`src/rtl/dtree_feature_loader.sv`:
```
// Feature loader ahead of the arrhythmia decision tree: captures seven selected
// beats of a serial record and holds them as one parallel frame until accepted.
module dtree_feature_loader #(
  parameter int RECORD_LEN = 280,
  parameter int IDX_W      = 9,
  parameter int SEL0       = 6,
  parameter int SEL1       = 13,
  parameter int SEL2       = 169,
  parameter int SEL3       = 236,
  parameter int SEL4       = 251,
  parameter int SEL5       = 260,
  parameter int SEL6       = 278
) (
  input  logic        clk,
  input  logic        rst,
  input  logic        s_valid,
  output logic        s_ready,
  input  logic [7:0]  s_data,
  input  logic        s_last,
  output logic        m_valid,
  input  logic        m_ready,
  output logic [7:0]  f0,
  output logic [7:0]  f1,
  output logic [7:0]  f2,
  output logic [7:0]  f3,
  output logic [7:0]  f4,
  output logic [7:0]  f5,
  output logic [7:0]  f6,
  output logic        err,
  output logic [15:0] frame_cnt
);

  localparam int NFEAT = 7;
  localparam logic [IDX_W-1:0] LAST_IDX = IDX_W'(RECORD_LEN - 1);

  typedef enum logic [1:0] {COLLECT, HOLD, SKIP} state_t;

  state_t                     state_q;
  logic [IDX_W-1:0]           idx_q;
  logic [IDX_W-1:0]           idx_d;
  logic [NFEAT-1:0][7:0]      f_q;
  logic                       s_ready_q;
  logic                       m_valid_q;
  logic                       err_q;
  logic [15:0]                cnt_q;

  logic                       accept;
  logic                       at_end;
  logic [NFEAT-1:0]           hit;

  assign accept = s_valid & s_ready_q;
  assign at_end = (idx_q == LAST_IDX);
  assign idx_d  = idx_q + 1'b1;

  // Several selectors may name the same index; every matching slot captures.
  always_comb begin
    hit    = '0;
    hit[0] = (idx_q == IDX_W'(SEL0));
    hit[1] = (idx_q == IDX_W'(SEL1));
    hit[2] = (idx_q == IDX_W'(SEL2));
    hit[3] = (idx_q == IDX_W'(SEL3));
    hit[4] = (idx_q == IDX_W'(SEL4));
    hit[5] = (idx_q == IDX_W'(SEL5));
    hit[6] = (idx_q == IDX_W'(SEL6));
  end

  always_ff @(posedge clk) begin
    if (rst) begin
      state_q   <= COLLECT;
      idx_q     <= '0;
      f_q       <= '0;
      s_ready_q <= 1'b1;
      m_valid_q <= 1'b0;
      err_q     <= 1'b0;
      cnt_q     <= '0;
    end else begin
      err_q <= 1'b0;
      unique case (state_q)
        COLLECT: begin
          if (accept) begin
            for (int k = 0; k < NFEAT; k++)
              if (hit[k]) f_q[k] <= s_data;
            if (s_last) begin
              idx_q <= '0;
              if (at_end) begin
                state_q   <= HOLD;
                s_ready_q <= 1'b0;
                m_valid_q <= 1'b1;
              end else begin
                err_q <= 1'b1;
              end
            end else if (at_end) begin
              // Record overran its length: drop the rest up to s_last.
              idx_q   <= '0;
              err_q   <= 1'b1;
              state_q <= SKIP;
            end else begin
              idx_q <= idx_d;
            end
          end
        end
        HOLD: begin
          // Ready returns a cycle after the handshake; no m_ready->s_ready path.
          if (m_ready) begin
            state_q   <= COLLECT;
            s_ready_q <= 1'b1;
            m_valid_q <= 1'b0;
            cnt_q     <= cnt_q + 16'd1;
          end
        end
        SKIP: begin
          if (accept && s_last) begin
            state_q <= COLLECT;
            idx_q   <= '0;
          end
        end
        default: begin
          state_q   <= COLLECT;
          idx_q     <= '0;
          s_ready_q <= 1'b1;
          m_valid_q <= 1'b0;
        end
      endcase
    end
  end

  assign s_ready   = s_ready_q;
  assign m_valid   = m_valid_q;
  assign err       = err_q;
  assign frame_cnt = cnt_q;
  assign f0        = f_q[0];
  assign f1        = f_q[1];
  assign f2        = f_q[2];
  assign f3        = f_q[3];
  assign f4        = f_q[4];
  assign f5        = f_q[5];
  assign f6        = f_q[6];

endmodule

```
`config.mk`:
```
export PLATFORM = sky130hd
export DESIGN_NAME = dtree_feature_loader
export DESIGN_NICKNAME = d
export VERILOG_FILES = /design/src/rtl/dtree_feature_loader.sv
export SDC_FILE = /design/constraint.sdc
export NUM_CORES = 1
export LEC_CHECK = 0
export ABC_AREA = 1
export BUFFER_PORTS_ARGS = -buffer_cell sky130_fd_sc_hd__buf_2
export CORE_ASPECT_RATIO = 0.9
export CORE_MARGIN = 3
export CORE_UTILIZATION = 35
export DETAILED_ROUTE_END_ITERATION = 6
export HOLD_SLACK_MARGIN = 0.05
export PLACE_DENSITY_LB_ADDON = 0.05
export SLEW_MARGIN = 20
export SYNTH_ARGS = -nofsm -noshare
export SYNTH_HDL_FRONTEND = slang
export SYNTH_SLANG_ARGS = --single-unit
export TNS_END_PERCENT = 1
```
`constraint.sdc`:
```
create_clock -name clk -period 1.8 [get_ports clk]
set_input_delay 0.36 -clock clk [delete_from_list [all_inputs] [get_ports clk]]
set_output_delay 0.36 -clock clk [all_outputs]
set_load 0.03 [all_outputs]
```
=== Word-level counts from Yosys, hierarchy flattened ===
Index checks and enable logic that the tools add are counted.

* Bits in registers: 86
* Latch bits: 0
* Memory bits (writable): 0
* Bits in read-only memories: 0
* Input bits: 13
* Output and inout port bits: 75
* Word-level logic and storage cells: 74
* Memories: 0

* Add/sub/neg operators: 2
* $mul: 0
* Divide/modulo/power cells: 0
* $lt $le $gt $ge: 0
* Equality and inequality tests: 15
* Shifts and indexed selects: 0
* Muxes and demuxes: 25
* Bitwise logic cells: 5
* Reductions and logical operators: 14

{| class="wikitable"
|+ Operators with widths
! cell !! count
|-
| 9-bit 2-to-1 mux || 4
|-
| 9-bit by 8-bit equality test with 1-bit output (second input constant) || 3
|-
| 9-bit equality test (second input constant) || 3
|-
| 9-bit case mux with 3 select lines || 1
|-
| 3-bit AND reduction || 8
|-
| 16-bit by 1-bit adder with 16-bit output (second input constant) || 1
|-
| 2-bit 2-to-1 mux || 6
|-
| 1-bit 2-to-1 mux || 11
|-
| 2-bit inequality test (second input constant) || 5
|-
| 9-bit by 1-bit adder with 9-bit output (second input constant) || 1
|-
| 9-bit by 3-bit equality test with 1-bit output (second input constant) || 1
|-
| 9-bit by 4-bit equality test with 1-bit output (second input constant) || 1
|-
| 1-bit case mux with 3 select lines || 2
|-
| 2-bit case mux with 3 select lines || 1
|-
| 5-bit AND reduction || 1
|-
| 1-bit NOT || 4
|-
| 4-bit AND reduction || 1
|-
| 3-bit OR reduction || 1
|-
| 2-bit by 1-bit equality test with 1-bit output (second input constant) || 1
|-
| 2-bit equality test (second input constant) || 1
|-
| 2-bit logical NOT || 1
|-
| 2-bit AND reduction || 1
|-
| 1-bit AND || 1
|-
| 1-bit logical AND || 1
|}

=== Logic depth before layout (Yosys ltp) ===
Gate-level depths: netlist of the first run.

* Depth in word-level cells: 5
* Mapped depth: 10
* Mapped depth without buffers: 10

=== Least setup slack after synthesis of the first run ===
OpenSTA, ideal clock, no wires.

* Path kind: reg2reg
* From: register s_ready_q (netlist: s_ready)
* To: register f_q, in the netlist f2[0]
* Library setup time: 0.116 ns
* Arrival: 1.427 ns
* Required time: 1.684 ns
* Path slack: 0.257 ns
* Stages on the path, launching flop included: 8
* Buffers on the path: 0
* Clock period less this slack: 1.543 ns
* Cells stage by stage: dfxtp_1 -> nand2_1 -> inv_1 -> nand3_4 -> nor3_4 -> inv_2 -> nor2_1 -> nor2_1

* Cells in the longest elaborated chain, start to end: 2

{| class="wikitable"
|+ Ends and longest elaborated chain
! what !! line !! RTL
|-
| start: declaration || 42 || <nowiki>logic s_ready_q;</nowiki>
|-
| start signal: assignment || 72 || <nowiki>s_ready_q <= 1'b1;</nowiki>
|-
| start signal: assignment || 87 || <nowiki>s_ready_q <= 1'b0;</nowiki>
|-
| start signal: assignment || 106 || <nowiki>s_ready_q <= 1'b1;</nowiki>
|-
| 1-bit AND || 51 || <nowiki>assign accept = s_valid & s_ready_q;</nowiki>
|-
| 3-bit AND reduction (no line) || - ||
|-
| end signal: indexed assignment || 82 || <nowiki>if (hit[k]) f_q[k] <= s_data;</nowiki>
|-
| end: declaration || 41 || <nowiki>logic [NFEAT-1:0][7:0] f_q;</nowiki>
|}

Every way passes these cells.
A chain may end at the register's enable or synchronous reset.

=== Worst setup path in the final report of the first run ===
* From: register idx_q[0]
* To: register idx_q[3]

* Cells in the longest elaborated chain, start to end: 5
* Elaborated cells between the ends (all ways): 6
* Those cells by class: add/sub (1); eq/ne (1); mux (4)

{| class="wikitable"
|+ Ends and longest elaborated chain
! what !! line !! RTL
|-
| start: declaration || 39 || <nowiki>logic [IDX_W-1:0] idx_q;</nowiki>
|-
| start signal: assignment || 98 || <nowiki>idx_q <= idx_d;</nowiki>
|-
| 9-bit by 1-bit adder with 9-bit output or 9-bit equality test (tied branches) || 53, 52 ||
|-
| 9-bit 2-to-1 mux * || 92 || <nowiki>end else if (at_end) begin</nowiki>
|-
| 9-bit 2-to-1 mux * || 83 || <nowiki>if (s_last) begin</nowiki>
|-
| 9-bit 2-to-1 mux * || 80 || <nowiki>if (accept) begin</nowiki>
|-
| 9-bit case mux with 3 select lines * || 78 || <nowiki>unique case (state_q)</nowiki>
|}

Mark *: on every way between the ends. The rest lies on a longest branch, timed or not. The select of a mux whose other input is x is not followed.

==> results of run 1 <==
Yosys cell counts:
cell / instances / area, um2
nand3b_4: 1 / 20.0
nand3_4: 2 / 35.0
a21oi_1: 27 / 135
nor3_4: 1 / 16.3
nor2_2: 1 / 6.26
buf_6: 3 / 33.8
nand2_1: 70 / 263
inv_2: 4 / 15.0
clkbuf_1: 5 / 18.8
nand2_4: 2 / 22.5
a211oi_1: 1 / 7.51
nand2_2: 5 / 31.3
dfxtp_1: 86 / 1720
o21ai_0: 54 / 270
nor3_2: 1 / 10.0
buf_2: 2 / 10.0
nor2_4: 6 / 67.6
nand3_1: 21 / 105
buf_4: 1 / 7.51
nor3_1: 3 / 15.0
clkinv_4: 2 / 17.5
a21oi_2: 2 / 17.5
nand4_1: 5 / 31.3
xor2_1: 4 / 35.0
o21ai_2: 2 / 17.5
nor2_1: 126 / 473
nand3b_1: 1 / 7.51
a31o_2: 1 / 8.76
o21ai_1: 2 / 10.0
nand3_2: 1 / 10.0
o21a_1: 1 / 7.51
a31oi_1: 1 / 6.26
inv_1: 53 / 199
ha_1: 5 / 62.6
metal layers:
metal,track usage [%],up-vias,part of all wire (%)
met3,4.73,5,3.8
met4,4.07,0,0.77
met1,24.4,1490,53
met5,0,-,0
met2,24.0,60,42
li1,-,1777,-
placed cells by master (no fill, tap or decap), types with 3 or more instances in the layout:
cell type | synthesis | layout
a21oi_1 | 27 | 27
buf_2 | 2 | 87
clkbuf_16 | 0 | 9
dfxtp_1 | 86 | 86
ha_1 | 5 | 5
inv_1 | 53 | 52
inv_2 | 4 | 4
nand2_1 | 70 | 70
nand2_2 | 5 | 5
nand3_1 | 21 | 21
nand4_1 | 5 | 5
nor2_1 | 126 | 126
nor2_4 | 6 | 6
nor3_1 | 3 | 3
o21ai_0 | 54 | 54
xor2_1 | 4 | 4
how the worst max path moves through the flow:
stage                                      from                     to  slack, ns  cells after the start
after floorplan            s_ready$_SDFFE_PP1P_     f2[0]$_SDFFE_PP0P_       0.26                      7
after global placement                  s_valid     f4[1]$_SDFFE_PP0P_       0.23                      7
after detailed placement                s_valid     f4[4]$_SDFFE_PP0P_       0.19                      7
after CTS                 idx_q[0]$_SDFFE_PP0P_     f6[1]$_SDFFE_PP0P_       0.21                      8
after global routing       s_ready$_SDFFE_PP1P_     f4[4]$_SDFFE_PP0P_       0.03                      6
final                     idx_q[0]$_SDFFE_PP0P_  idx_q[3]$_SDFFE_PP0P_       0.24                     10
registers in the layout (all words and copies together) (netlist names):
register and flops:
frame_cnt 16, idx_q 9, f0 8, f1 8
f2 8, f3 8, f4 8, f5 8
f6 8, state_q 2, err 1, m_valid 1
s_ready 1
tightest hold or removal path: cells and delay by family:
kind          cells  cell delay (ns)
buf+inv           1             0.12
xor+xnor          1             0.07
simple gates      1             0.07
layout make-up:
type,count,area [um2]
multi-input cells,346,1690
clock inverters,3,43.8
well taps,129,161
flip-flops and latches,86,1720
inverters,59,231
clock buffers,12,246
repair buffers,90,470
fillers,1060,5720
cell families after synthesis:
kind of cell | count (synthesis) | share of synthesized area [%]
xor gates and xnor gates | 4 | 0.943
and+or+nand+nor | 246 | 30.0
buffers and inverters | 70 | 8.12
AOI/OAI and AO/OA | 91 | 12.9
adders and majority gates | 5 | 1.68
DFF | 86 | 46.3
through the flow:
| stage | instance area [um2] | hold WS, ns | total power [mW] | setup slack, ns | utilization [%] |
|---|---|---|---|---|---|
| after floorplan | 3710 | 0.474 | 2.04 | 0.257 | - |
| after global placement | 4280 | 0.454 | 2.10 | 0.225 | 41.6 |
| after detailed placement | 4280 | 0.471 | 2.10 | 0.193 | 41.6 |
| after CTS | 4570 | 0.306 | 3.97 | 0.214 | 44.4 |
| after global routing | 4570 | 0.316 | 4.07 | 0.0341 | 44.4 |
| final | 4570 | 0.316 | 3.91 | 0.238 | 44.4 |
where the power goes:
group	total, mW	internal [mW]	switching (mW)	leakage, nW
logic	0.147	0.0416	0.106	1.41
clock network	1.85	1.11	0.738	0.143
registers	1.91	1.91	0.00473	0.693
==> summary.md, run 1 <==
The run finished with clean final reports. The data required time of the worst path is 2.01 ns, and the weighted congestion reported at the end of routability-driven placement is 0.848. The total overflow left after global routing is 0. The number of placed cells counting well taps came out at 710.

Setup total negative slack on the finished layout was measured at 0 ns. The max-slew violation count is 0, and the row count is 35. The clock-pin slew of the registers on the worst-case setup and hold paths is 0.06 ns.

For this design the ratio of total power to cell area is 855 mW/mm2. In this run the remaining antenna-violating nets after routing total 0. The worst setup path is launched from a flop. The signal on the critical path passes through ha_1, nand2_1, nor2_1, nand2_1, nand2_1, nand2_1, nand2_2, inv_2, nand2_1, nor2_1. The run gives 16.6% as the overall fraction of global-route tracks in use. At the worst endpoint, the arrival time is 1.78 ns.

The vertical die dimension is 104 um. For the synthesized netlist net count, the log shows 520. The number of buffers inserted during clock tree synthesis is 9, and the maximum number of pins on one net before global-route repair is 69. For the number of diodes added for antenna fixing, the log shows 0. The maximum buffer depth of the clock tree is 2, and the worst setup skew after layout is 0.00314 ns. TritonCTS built the clock tree. The I/O pin total was 88; the via count of the first global-routing pass was 3060. During synthesis, Yosys emitted a total of 0 warnings. Once the clock tree was built, the resizer swapped 0 gates to a different size.

The sum of buffers and inverters on the critical path is 1. Worst-skew pair later-pin latency: 0.33 ns. The setup path with the least slack is of type flop to flop. The horizontal die dimension works out to 115 um. The minimum setup slack among reg-to-reg paths is 0.24 ns.

The violation count after the first detailed-route iteration was 230; the area growth from synthesis to final layout was 22.9%. The count of cell types in the netlist came out at 34. In this design, the critical path's most frequently occurring cell is nand2_1.

The run gives 0.000635 V as the maximum vdd drop. The worst-path maximum fanout is 6. The slowest stage cell on the critical path is dfxtp_1.

The final critical path takes up 86.8% of the cycle. The worst hold path terminates at err$_SDFF_PP0_. Synthesis produced 502 cells. Post-CTS timing repair inserted 0 buffers for setup. Setup repair after global routing left no endpoint under its margin. After detailed routing, the number of vias per cell comes to 4.60. The logs give 46.3% for the register area share after synthesis and 3 for the number of H-tree branching levels. The final layout contains routed wiring with a total length of 9510 um. The number of antenna violations at the first check in global routing is 0, and the routed length per placed instance is 13.1 um. The peak per-stage delay on the critical path works out to 0.40 ns.

The fraction of final layout cells with drive strength greater than 1 came out at 22.5%. The transition time at the pin with the least slew margin came out at 0.416 ns. The number of input and output port buffers inserted is 87. The total standard cell area after synthesis is 0.00371 mm2.

For the wire length of the first global-routing pass, the log shows 15700 um. The tools report the final hold violation count as 0. In this run the tightest slew margin relative to its limit is 72.2%.

Counting flops and latches in the post-synthesis netlist gives 86. For this design, the CTS-stage hold fixing added 0 buffers. The cell depth of the worst hold path works out to 3. Summed over all cells, the static leakage comes to 2.25 nW.

In this run the critical register-to-register path is launched from idx_q[0]$_SDFFE_PP0P_. Number of clock sinks: 86. Residual DRC count: 0. The worst hold path belongs to the class primary input to flop. Area of the core: 0.0103 mm2. The maximum achievable frequency was 640 MHz; the detailed placer's ending HPWL was 6830 um. Across the run, the number of max-cap violations was 0.

The routed layout has 3332 vias. The number of setup violations in the final report was 0; the minimum clock period after layout was 1.56 ns. The floorplan step defined a die boundary enclosing 0.0119 mm2.

The tools report the worst min-delay path startpoint as s_last. The tools report the clock tree root driver cell as clkbuf_16. The worst register-to-register path has a depth of 10. The tools report the type of destination of the critical path as a flop. The kind of cell with the highest combined delay along the critical path is simple AND/OR/NAND/NOR gates. The synthesized area divided by synthesized cell count came out at 7.40 um2.

In the final design database the tool counted 610 nets. For the non-filler instance count after layout, the log shows 725. The run gives 4 as the detailed-routing iteration count for the pre-antenna-repair pass.

The run gives 36.1% as the starting utilization of the core area. The worst register-to-register path ends at idx_q[3]$_SDFFE_PP0P_.
No activity file was read; power rests on OpenSTA's default activity.
==> inputs of run 2 (changes only) <==
Settings changed: CORE_ASPECT_RATIO 0.9 to 0.75.
==> run 2 against run 1 <==
Effect of this change:
- worst hold slack gained 0.014 ns
- sequential power about the same
- sequential share of layout area decreased by 0.22 points
- die area is essentially flat
- clock power is 6% higher
- utilization increased by 1.5 points
- fmax decreased by 0.91%
- total power up 2.8%
- design area grew 0.58%
- critical path depth fell by 4
- highest routed layer unchanged
- worst setup slack got worse by 0.014 ns
==> summary.md, run 2 (same netlist as run 1, synthesis figures left out) <==
The run gives 0 (unchanged) as the reported max-cap violation count. The weighted congestion reported at the end of routability-driven placement came out at 0.822 (-3.0%). The tools report the type of destination of the critical path as a flop. The clock-pin slew of the registers on the worst-case setup and hold paths was 0.06 ns (about the same); the overall via count from detail_route was 3362 (+0.90%). Leading cell type in the layout, fill and taps excluded: nor2_1. Minimum clock period after layout: 1.58 ns (+0.0143 ns). The I/O pin total is 88 (unchanged). The max-slew violation count is 0 (unchanged), and the full die area is 0.0119 mm2 (about the same). The run gives 9 (unchanged) as the number of buffers inserted during clock tree synthesis.

The run gives 37.1% (+1.0 points) as the starting utilization of the core area. The violation count after the first detailed-route iteration was 227 (-1.3%); the post-CTS repair timing setup buffer count was 0 (unchanged). The run gives 14900 um (-5.0%) as the wire length of the first global-routing pass. The worst hold slack was 0.330 ns (+0.0135 ns). The number of diodes added for antenna fixing came out at 0 (unchanged). The row count is 31 (-11%), and the maximum achievable frequency is 635 MHz (-0.91%).

The overall fraction of global-route tracks in use came out at 15.8% (-0.79 points). The tools report the clock tree root driver cell as clkbuf_16. The tools report the worst max-slew margin expressed relative to the limit as 72.6% (+0.42 points).

Worst-path maximum fanout: 9 (+3). The run finished with clean final reports. The static leakage power was 2.25 nW (+0.11%); the maximum buffer depth of the clock tree was 2 (unchanged). The classification of the worst setup path is flop to flop. The number of H-tree branching levels is 3 (unchanged), and the maximum number of pins on one net before global-route repair is 68 (-1.4%). Data required time of the worst path: 2.03 ns (+0.02 ns). For the hold buffer count at CTS, the log shows 0 (unchanged). Number of clock sinks: 86 (unchanged).

The final hold violation count was 0 (unchanged). The total power of the final layout is 4.02 mW (+2.8%), and the total congestion overflow is 0 (unchanged). The horizontal die dimension is 125 um (+9.0%), and the number of setup violations in the final report is 0 (unchanged).

The fraction of final layout cells with drive strength greater than 1 was 22.8% (+0.34 points). Maximum vdd drop: 0.000398 V (-37%). Final antenna-violating net count: 0 (unchanged).

TritonCTS built the clock tree. Cell area power density: 875 mW/mm2 (+2.3%). The placed cell area is 0.00427 mm2 (about the same), and the number of nets in the final layout is 609 (-0.16%).

STA classifies the critical path startpoint as a flop. The transition time at the pin with the least slew margin is 0.409 ns (-0.00625 ns). Compared with the post-synthesis result, the final layout area differs by 23.6%. The area of the core is 0.0100 mm2 (-2.8%).

The tools report the via count of the first global-routing pass as 2912 (-4.8%). The residual DRC count was 0 (unchanged). Setup repair after global routing left no endpoint under its margin.

The endpoint arrival time on the critical path was 1.81 ns (+0.03 ns). The number of antenna violations at the first check in global routing is 0 (unchanged), and the overall routed net length is 9570 um (+0.60%). The total of cells resized after clock tree synthesis came out at 0 (unchanged).

Number of flip-flops under the largest register name: 16 (unchanged). The period utilization was 87.6% (+0.79 points); the number of input and output port buffers inserted was 87 (unchanged). The run gives 0.00645 ns (+0.00331 ns) as the worst setup skew after layout. In this run the worst hold path is classified as primary input to flop. The tools report the cell area after layout as 0.00459 mm2 (+0.58%). The via density per instance came out at 4.62 (+0.48%). The vertical die dimension is 95.2 um (-8.2%), and the non-filler instance count after layout is 728 (+0.41%). The detailed placer's ending HPWL was 6860 um (+0.39%). The total negative slack is 0 ns (unchanged), and the routed length per placed instance is 13.1 um (+0.18%). Worst-skew pair later-pin latency: 0.34 ns (about the same). The top cell types in the final layout, fill and taps aside, are 126 x nor2_1, 87 x buf_2, 86 x dfxtp_1. The run gives 4 (unchanged) as the detailed-routing iteration count for the pre-antenna-repair pass.

The run gives 712 (+0.28%) as the number of placed cells counting well taps.
run 2: changes by cell type in the layout (fill, tap and decap cells not counted), sizes merged:
cell      change
clkinvlp      +2
buf           -1
inv           -1
run 2: final timing paths:
check | from | end | slack, ns | cells past startpoint
setup / recovery | state_q[0]$_SDFFE_PP0P_ | f2[2]$_SDFFE_PP0P_ | 0.22 | 6
hold / removal | rst | frame_cnt[4]$_SDFFE_PP0P_ | 0.33 | 2
setup reg to reg | state_q[0]$_SDFFE_PP0P_ | f2[2]$_SDFFE_PP0P_ | 0.22 | 6
hold reg to reg | m_valid$_SDFFE_PP0P_ | m_valid$_SDFFE_PP0P_ | 0.46 | 2
run 2: metrics by stage:
step / setup WS [ns] / util, %
after floorplan: 0.257 / -
after global placement: 0.169 / 42.7
after detailed placement: 0.161 / 42.7
after CTS: 0.206 / 45.9
after global routing: 0.0144 / 45.9
final: 0.224 / 45.9
run 2: report_power, final:
group / switching (mW) / internal, mW / total, mW
combinational: 0.106 / 0.0410 / 0.147
clock: 0.768 / 1.19 / 1.96
sequential: 0.00452 / 1.91 / 1.91
total: 0.878 / 3.14 / 4.02
run 2: worst max-delay path: stages, from the launching register on:
cell     delay [ns]
dfxtp_1        0.40
nor2_4         0.25
nand3_4        0.18
nor3_4         0.34
inv_2          0.14
nor2_1         0.11
nor2_1         0.05
run 2: cell type report:
cell class,count,area (um2)
Fill cell,1029,5410
Sequential cell,86,1720
Multi-Input combinational cell,346,1690
Timing Repair Buffer,89,463
Clock buffer,12,267
Inverter,59,231
Tap cell,132,165
Clock inverter,4,53.8
run 2: per-layer routing:
metal	wire [um]	vias up	track usage, %
li1	-	1772	-
met1	5200	1499	23.4
met2	3730	84	21.7
met3	539	7	4.98
met4	102	0	4.96
met5	0	-	0
==> inputs of run 3 (changes only) <==
Settings changed: CTS_BUF_LIST set to sky130_fd_sc_hd__clkbuf_8 sky130_fd_sc_hd__clkbuf_16, MAX_ROUTING_LAYER set to met4.
==> run 3 against run 2 <==
Effect of this change:
- die area unchanged
- fmax is 0.18% higher
- final cell count did not move
- clock power about the same
- sequential share of layout area unchanged
- register-to-register slack about the same
- wire length about the same
- non-clock buffer count stayed put
- first-iteration DRC count grew 2.6%
- via count is 0.15% higher
- sequential cell count stayed put
- total power hardly changed
- largest cell class unchanged
==> summary.md, run 3 (same netlist as run 1, synthesis figures left out) <==
The run finished with clean final reports. The overall routed net length is 9560 um (about the same), and the peak per-stage delay on the critical path is 0.34 ns (-0.06 ns). The run gives 3367 (+0.15%) as the overall via count from detail_route. The number of filler cells placed in the layout came out at 1029 (unchanged).

Grouping stages by cell kind, the critical path spends the most delay in simple AND/OR/NAND/NOR gates. For the hold buffer count at CTS, the log shows 0 (unchanged). Switching fraction of total power: 21.9% (about the same). The detailed placer's ending HPWL is 6860 um (unchanged). The worst setup skew after layout was 0.00614 ns (-0.000308 ns). The sum of buffers and inverters on the critical path is 2 (+1). The classification of the worst setup path was flop to flop.

The run gives 0.0119 mm2 (unchanged) as the full die area. The most numerous cell type found on the critical path is inv_1. Leaving out fill and tap cells, the most frequent cell in the layout is nor2_1.

The setup slack of the critical path after layout came out at 0.227 ns (+0.00277 ns). The worst hold path belongs to the class primary input to flop. The setup slack at placement was 0.161 ns (unchanged).

The run gives 16.3% (+0.48 points) as the overall fraction of global-route tracks in use. The static leakage power came out at 2.25 nW (unchanged). The tools report the max-slew violation count as 0 (unchanged). The number of flip-flops under the largest register name is 16 (unchanged), and the number of input and output port buffers inserted is 87 (unchanged). The residual DRC count was 0 (unchanged); the reported max-cap violation count was 0 (unchanged). Slowest stage cell on the critical path: dfxtp_1. The transition time at the pin with the least slew margin came out at 0.410 ns (+0.00108 ns). Period utilization: 87.4% (-0.15 points).

The tools report the startpoint type of the worst setup path as a flop. The tools report the maximum achievable frequency as 636 MHz (+0.18%). The number of antenna violations at the first check in global routing is 0 (unchanged).

The library cells used most frequently in the layout, excluding fill and tap cells, are 126 x nor2_1, 87 x buf_2, 86 x dfxtp_1. The via density per instance is 4.63 (+0.15%), and the detailed-routing iteration count for the pre-antenna-repair pass is 4 (unchanged). Worst-skew pair later-pin latency: 0.34 ns (about the same). Placed cell area: 0.00427 mm2 (unchanged).

The final hold violation count was 0 (unchanged). The horizontal die dimension is 125 um (unchanged), and the endpoint arrival time on the critical path is 1.84 ns (+0.03 ns). For the area used by sequential logic in the layout, the log shows 0.00172 mm2 (unchanged). The run gives 0.879 mW (about the same) as the net switching power figure.

For the post-CTS repair timing setup buffer count, the log shows 0 (unchanged). The run gives 609 (unchanged) as the number of nets in the final layout. The starting utilization of the core area is 37.1% (unchanged).

The cell area power density came out at 875 mW/mm2 (about the same). The run gives 0 (unchanged) as the total of cells resized after clock tree synthesis. For the data required time of the worst path, the log shows 2.07 ns (+0.04 ns). The violation count after the first detailed-route iteration came out at 233 (+2.6%). For the final antenna-violating net count, the log shows 0 (unchanged). The run gives 9 (unchanged) as the number of buffers inserted during clock tree synthesis. Setup repair after global routing left no endpoint under its margin. The maximum number of pins on one net before global-route repair was 68 (unchanged). The worst max-slew margin expressed relative to the limit is 72.6% (about the same).

The number of diodes added for antenna fixing was 0 (unchanged); the area of the core was 0.0100 mm2 (unchanged). The maximum buffer depth of the clock tree is 2 (unchanged). For the clock share of power, the log shows 48.8% (about the same). The run gives 3.14 mW (about the same) as the internal power of the cells.

The clock-pin slew of the registers on the worst-case setup and hold paths is 0.06 ns (about the same), and the worst-path maximum fanout is 16 (+7). The weighted congestion reported at the end of routability-driven placement came out at 0.834 (+1.5%). The sequential cell fraction of total power is 47.6% (about the same), and the combinational share of power is 3.6% (about the same). Via count of the first global-routing pass: 2917 (+0.17%).

TritonCTS built the clock tree. The total congestion overflow was 0 (unchanged). The signal on the critical path passes through inv_1, ha_1, inv_1, nor2_2, nand2_1, nor2_4, o21ai_0, a21oi_1. Routed length per placed instance: 13.1 um (about the same). The number of clock sinks was 86 (unchanged). The area growth from synthesis to final layout came out at 23.6% (unchanged).

Clock tree root driver cell: clkbuf_16. The logs give 0.00459 mm2 (unchanged) for the cell area after layout and 0.00169 mm2 (unchanged) for the area occupied by multi-input gates. The total negative slack was 0 ns (unchanged); the minimum clock period after layout was 1.57 ns (-0.00277 ns).

The wire length of the first global-routing pass is 14900 um (about the same). The I/O pin total was 88 (unchanged); the maximum vdd drop was 0.000398 V (about the same). The number of setup violations in the final report came out at 0 (unchanged). The number of H-tree branching levels was 3 (unchanged).

The fraction of final layout cells with drive strength greater than 1 is 22.8% (unchanged). The worst setup path is captured at a flop. The row count was 31 (unchanged); the vertical die dimension was 95.2 um (unchanged). The minimum setup slack among reg-to-reg paths came out at 0.23 ns (about the same).
[run 3: routing by layer]
metal / up-vias / track usage (%) / wire length, um
met4: 0 / 4.96 / 103
met3: 7 / 4.76 / 490
met2: 80 / 21.7 / 3760
met1: 1507 / 23.6 / 5210
met5: - / - / 0
li1: 1773 / - / -
[run 3: through the flow]
step / util, % / hold slack (ns) / power, mW / std cells
CTS: 45.9 / 0.313 / 4.07 / 728
finish: 45.9 / 0.329 / 4.02 / 728
detailed placement: 42.7 / 0.460 / 2.10 / 712
global placement: 42.7 / 0.453 / 2.10 / 712
global route: 45.9 / 0.329 / 4.16 / 728
floorplan: - / 0.474 / 2.04 / 502
[run 3: worst reg2reg max path, cell delays in order (launching register included)]
cell and delay (ns):
dfxtp_1 0.34, inv_1 0.11, ha_1 0.15, inv_1 0.04, nor2_2 0.16, nand2_1 0.12, nor2_4 0.31, o21ai_0 0.13
a21oi_1 0.14
[run 3: final timing paths]
path | from | endpoint | cells after the start
min reg2reg | m_valid$_SDFFE_PP0P_ | m_valid$_SDFFE_PP0P_ | 2
max | idx_q[0]$_SDFFE_PP0P_ | f6[5]$_SDFFE_PP0P_ | 8
min | rst | frame_cnt[4]$_SDFFE_PP0P_ | 2
max reg2reg | idx_q[0]$_SDFFE_PP0P_ | f6[5]$_SDFFE_PP0P_ | 8
[run 3: power by group through the flow]
stage / combinational (mW) / clock, mW / sequential, mW
detailed placement: 0.146 / 0 / 1.95
global route: 0.163 / 2.09 / 1.91
global placement: 0.147 / 0 / 1.95
CTS: 0.146 / 2.01 / 1.91
finish: 0.146 / 1.96 / 1.91
floorplan: 0.0831 / 0 / 1.96
[run 3: area by class of cell]
class	instances	share of cell area, %
clock inverter	4	1.17
tap	132	3.60
clock buffer	12	5.80
sequential	86	37.5
timing repair buffer	89	10.1
multi-input combinational	346	36.8
inverter	59	5.04
